### config.mk
export PLATFORM = sky130hd
export DESIGN_NAME = dmem_dump_unit
export DESIGN_NICKNAME = d
export VERILOG_FILES = /design/src/rtl/dmem_dump_unit.sv
export SDC_FILE = /design/constraint.sdc
export NUM_CORES = 1
export LEC_CHECK = 0
export ABC_AREA = 1
export CAP_MARGIN = 20
export CORE_ASPECT_RATIO = 2
export CORE_MARGIN = 2
export CORE_UTILIZATION = 47
export CTS_BUF_LIST = sky130_fd_sc_hd__clkbuf_4
export DETAILED_ROUTE_END_ITERATION = 10
export PLACE_DENSITY = 0.87
export SYNTH_ARGS = -nofsm -noshare
export SYNTH_HDL_FRONTEND = slang
export SYNTH_SLANG_ARGS = --single-unit
### constraint.sdc
create_clock -name clk -period 2.6 [get_ports clk]
set_input_delay 0.65 -clock clk [delete_from_list [all_inputs] [get_ports clk]]
set_output_delay 0.65 -clock clk [all_outputs]
set_load 0.01 [all_outputs]
### src/rtl/dmem_dump_unit.sv
// Data-memory dump engine: on the end-of-program trap it halts the core and streams DMEM bytes out.
// Optional feature: define DMEM_DUMP_CHECKSUM_EN to append an 8-bit mod-256 sum as a final byte.
module dmem_dump_unit #(
  parameter int          DMEM_SIZE = 1024,
  parameter int          ADDR_W    = 10,
  parameter logic [31:0] TRAP_WORD = 32'h44000300
) (
  input  logic              clk,
  input  logic              rst,
  input  logic [31:0]       instr,
  output logic              halt,
  output logic [ADDR_W-1:0] mem_addr,
  output logic              mem_rd,
  input  logic [7:0]        mem_rdata,
  output logic [7:0]        dout,
  output logic              dout_valid,
  input  logic              dout_ready,
  output logic              done
);

  typedef enum logic [2:0] {
    ST_IDLE,
    ST_READ,
    ST_WAIT,
    ST_SEND,
`ifdef DMEM_DUMP_CHECKSUM_EN
    ST_CSUM,
`endif
    ST_DONE
  } state_t;

  localparam logic [ADDR_W-1:0] LAST_ADDR = ADDR_W'(DMEM_SIZE - 1);

  state_t            r_state, w_state_nxt;
  logic [ADDR_W-1:0] r_addr, w_addr_nxt;
  logic [7:0]        r_dout, w_dout_nxt;
  logic              r_halt, r_rd, r_valid, r_done;
  logic              w_handshake;
`ifdef DMEM_DUMP_CHECKSUM_EN
  logic [7:0]        r_csum, w_csum_nxt;
`endif

  assign w_handshake = r_valid & dout_ready;

  // NOTE: every signal assigned here gets a default first, so no path can infer a latch.
  always_comb begin
    w_state_nxt = r_state;
    w_addr_nxt  = r_addr;
    w_dout_nxt  = r_dout;
`ifdef DMEM_DUMP_CHECKSUM_EN
    w_csum_nxt  = r_csum;
`endif
    case (r_state)
      ST_IDLE: begin
`ifdef DMEM_DUMP_CHECKSUM_EN
        w_csum_nxt = '0;
`endif
        if (instr == TRAP_WORD) begin
          w_state_nxt = ST_READ;
          w_addr_nxt  = '0;
        end
      end
      ST_READ: w_state_nxt = ST_WAIT;
      ST_WAIT: begin
        w_dout_nxt  = mem_rdata;
        w_state_nxt = ST_SEND;
      end
      ST_SEND: begin
        if (w_handshake) begin
`ifdef DMEM_DUMP_CHECKSUM_EN
          w_csum_nxt = r_csum + r_dout;
`endif
          if (r_addr == LAST_ADDR) begin
`ifdef DMEM_DUMP_CHECKSUM_EN
            // The sum must include the byte being accepted on this very edge.
            w_dout_nxt  = r_csum + r_dout;
            w_state_nxt = ST_CSUM;
`else
            w_state_nxt = ST_DONE;
`endif
          end else begin
            w_addr_nxt  = r_addr + ADDR_W'(1);
            w_state_nxt = ST_READ;
          end
        end
      end
`ifdef DMEM_DUMP_CHECKSUM_EN
      ST_CSUM: if (w_handshake) w_state_nxt = ST_DONE;
`endif
      ST_DONE: w_state_nxt = ST_DONE;
      default: w_state_nxt = ST_IDLE;
    endcase
  end

  // Outputs are registered straight from the next state, so they line up with the state they describe.
  // NOTE: sequential state uses non-blocking assignments so all registers update from pre-edge values.
  always_ff @(posedge clk or posedge rst) begin
    if (rst) begin
      r_state <= ST_IDLE;
      r_addr  <= '0;
      r_dout  <= '0;
      r_halt  <= 1'b0;
      r_rd    <= 1'b0;
      r_valid <= 1'b0;
      r_done  <= 1'b0;
    end else begin
      r_state <= w_state_nxt;
      r_addr  <= w_addr_nxt;
      r_dout  <= w_dout_nxt;
      r_halt  <= (w_state_nxt != ST_IDLE);
      r_rd    <= (w_state_nxt == ST_READ);
`ifdef DMEM_DUMP_CHECKSUM_EN
      r_valid <= (w_state_nxt == ST_SEND) || (w_state_nxt == ST_CSUM);
`else
      r_valid <= (w_state_nxt == ST_SEND);
`endif
      r_done  <= (w_state_nxt == ST_DONE);
    end
  end

`ifdef DMEM_DUMP_CHECKSUM_EN
  always_ff @(posedge clk or posedge rst) begin
    if (rst) r_csum <= '0;
    else     r_csum <= w_csum_nxt;
  end
`endif

  assign halt       = r_halt;
  assign mem_addr   = r_addr;
  assign mem_rd     = r_rd;
  assign dout       = r_dout;
  assign dout_valid = r_valid;
  assign done       = r_done;

endmodule

==> flow_metrics.tcl <==
set metrics [dict create \
    status "complete, no violations" \
    syn_area_um2 1490 \
    min_path_cells 2 \
    ys_seq_area_share_pct 42.0 \
    area_growth_syn_to_layout_pct 47.5 \
    synth_edf_count 0 \
    hold_buffers 0 \
    finalSetupTns_ns 0 \
    wl_per_cell_um 11.5 \
    cts_buffer_depth 2 \
    cp_slowest_stage_delay_ns 0.59 \
    grt_pass1_vias 1597 \
    ff2ff_setup_slack_ns 0.55 \
    seqPwrFrac_pct 37.8 \
    overflow 0 \
    h-tree-depth 1 \
    hold_viol 0 \
    antenna_found_initial 0 \
    hold_end "dout[6]$_DFFE_PP0N_" \
    fmax_mhz 480 \
    yosysMostFrequentCell "nand2_1" \
    p_leak_nw 1.09 \
    ys_top_cells_by_count "nand2_1, inv_1, nor2_1, dfrtp_1, nand4_1" \
    rr_endpoint "mem_addr[0]$_DFFE_PP0P_" \
    yosysTopAreaCellShare_pct 42.0 \
    crit_path_max_fanout 9 \
    worstSetupStartpointType "register" \
    syn_nets 265 \
    slew_headroom_pct 72.9 \
    power_frac_comb_pct 50.0 \
    drt_iter0_markers 68 \
    dieHeight_um 83.6 \
    clockPowerShare_pct 12.2 \
    nets 333 \
    cts_tree "done" \
    grt_pass1_wl_mm 6.43 \
    synth_ff_type "dfrtp_1" \
    setup_viol 0 \
    final.setup_skew_ns 0.00896 \
    rsz0062_at_grt "no" \
    grt_max_degree 26 \
    post_cts_buffers 0 \
    path_cells "clkdlybuf4s50_1" \
    dr.pass1.iters 4 \
    r2r_start "mem_addr[0]$_DFFE_PP0P_" \
    yosys_warnings 0 \
    drv_cap 0 \
    critPathRequiredTime_ns 1.95 \
    path_buf_inv 1 \
    holdCritPathClass "reg2reg" \
    reg2reg_depth 9 \
    drcViolationCount 0 \
    cts_made_buffers 3 \
    ant_nets 0 \
    via_per_inst 4.87 \
    n_antenna_cell 0 \
    ir_drop_uv 683 \
    clockRootBuffer "clkbuf_4" \
    power_switching_uw 625 \
    postSynthCellCount 221 \
    top_level_ports 65 \
    final.min_clock_period_ns 2.08 \
    place_congestion 0.859 \
    io_buffers 64 \
    worst_path_max_delay_cell "clkdlybuf4s50_1" \
    drt_wl_total_mm 3.68 \
    synthArstFlopShare_pct 100 \
    post-route-period-util_pct 80.1 \
    critPathArrivalTime_ns 1.43 \
    yosys.cell_types.count 25 \
    cts_sinks 25 \
    synth_area_leader_cell "dfrtp_1" \
    layout_setup_ws_ns 0.517 \
    layout-drive-gt1-share_pct 5.90 \
    core_um2 3080 \
    cts_resized 0 \
    synth_seq_cells 25 \
    die_w_um 43.8 \
    pre_cts_ws_ns 0.387 \
    hp-start "dout[6]$_DFFE_PP0N_" \
    intPower_uw 928 \
    place_hpwl_mm 2.90 \
    die_area_um2 3660 \
    switching_share_pct 40.3 \
    end_kind "output pin" \
    rows 29 \
    critPathKind "reg2out" \
    slew_viol_final 0 \
    synthTopCellsByArea "dfrtp_1, nand2_1, inv_1, nor2_1, nand4_1" \
    power_density_nw_per_um2 707 \
    start_util_pct 48.3 \
    via_count 1555 \
    cts.clk_slew.worst_paths_ns 0.14 \
    nFillCells 249 \
    final_core_util_pct 71.2 \
    insertion_delay_ns 0.33 \
    synth.avg_cell_area_um2 6.74 \
    grt_usage_pct 22.5 \
    cpLargestDelayFamily "buffers and inverters" \
    tightest_slew_ns 0.406 \
]
## area by class of cell
cell class,instances,area [um^2],share of cell area [%]
Multi-Input combinational cell,155,699,31.9
Timing Repair Buffer,67,663,30.2
Sequential cell,25,626,28.5
Inverter,37,139,6.32
Tap cell,31,38.8,1.77
Clock buffer,4,30.0,1.37
## cells by family (layout without fill, tap and decap cells)
| logic type | Yosys count | in the layout | share of synthesized area [%] |
|---|---|---|---|
| compound gates | 6 | 6 | 2.02 |
| xor+xnor | 3 | 3 | 1.77 |
| fa+ha+maj | 1 | 1 | 0.840 |
| buf+inv | 41 | 108 | 11.0 |
| flops | 25 | 25 | 42.0 |
| simple gates | 145 | 145 | 42.4 |
## through the flow
| stage | instances | hold slack (ns) | total power, mW | instance area, um^2 |
|---|---|---|---|---|
| after CTS | 319 | 0.493 | 1.56 | 2200 |
| after global placement | 315 | 0.453 | 1.34 | 2170 |
| after floorplan | 221 | 0.509 | 1.03 | 1490 |
| after global routing | 319 | 0.515 | 1.67 | 2200 |
| final | 319 | 0.486 | 1.55 | 2200 |
| after detailed placement | 315 | 0.463 | 1.37 | 2170 |
## worst min-delay path: stages (launching register included)
cell	delay (ns)
dfrtp_1	0.37
nand2_1	0.05
nand2_1	0.05
## sequential cells by signal, indices dropped and copies added (netlist names)
signal	count
done	1
dout	8
dout_valid	1
halt	1
mem_addr	10
mem_rd	1
r_state	3
## how the worst max path moves through the flow
stage / from / endpoint / slack [ns] / depth (start not counted)
global placement: instr[9] / mem_addr[9]$_DFFE_PP0P_ / 0.44 / 10
finish: mem_addr[0]$_DFFE_PP0P_ / mem_addr[0] / 0.52 / 1
detailed placement: instr[8] / mem_addr[0]$_DFFE_PP0P_ / 0.39 / 10
global route: mem_addr[0]$_DFFE_PP0P_ / mem_addr[6]$_DFFE_PP0P_ / 0.40 / 9
floorplan: mem_addr[0]$_DFFE_PP0P_ / mem_addr[6]$_DFFE_PP0P_ / 1.04 / 9
CTS: mem_addr[0]$_DFFE_PP0P_ / mem_addr[0] / 0.51 / 1
## cell usage in the layout, fill, tap and decap left out, types with 2 or more instances in the layout
cell type | synthesis | layout
nand2_1 | 88 | 88
clkdlybuf4s50_1 | 0 | 64
inv_1 | 33 | 33
nor2_1 | 30 | 30
dfrtp_1 | 25 | 25
nand4_1 | 11 | 11
nand3_1 | 6 | 6
inv_2 | 4 | 4
a21oi_1 | 4 | 4
clkbuf_4 | 0 | 4
buf_4 | 0 | 3
o21ai_0 | 2 | 2
xnor2_1 | 2 | 2
## metal layers
| layer | vias to the layer above | wire length [um] | track usage [%] |
|---|---|---|---|
| met5 | - | 0 | 0 |
| met4 | 0 | 93 | 8.82 |
| met3 | 9 | 239 | 4.33 |
| met2 | 56 | 1990 | 42.1 |
| met1 | 689 | 1350 | 22.4 |
| li1 | 801 | - | - |
## power groups by stage
stage	clock (mW)	combinational (mW)	sequential, mW
after detailed placement	0	0.779	0.595
after global placement	0	0.756	0.589
final	0.189	0.776	0.587
after floorplan	0	0.393	0.636
after global routing	0.209	0.859	0.602
after CTS	0.194	0.780	0.587
No activity file was read; power rests on OpenSTA's default activity.
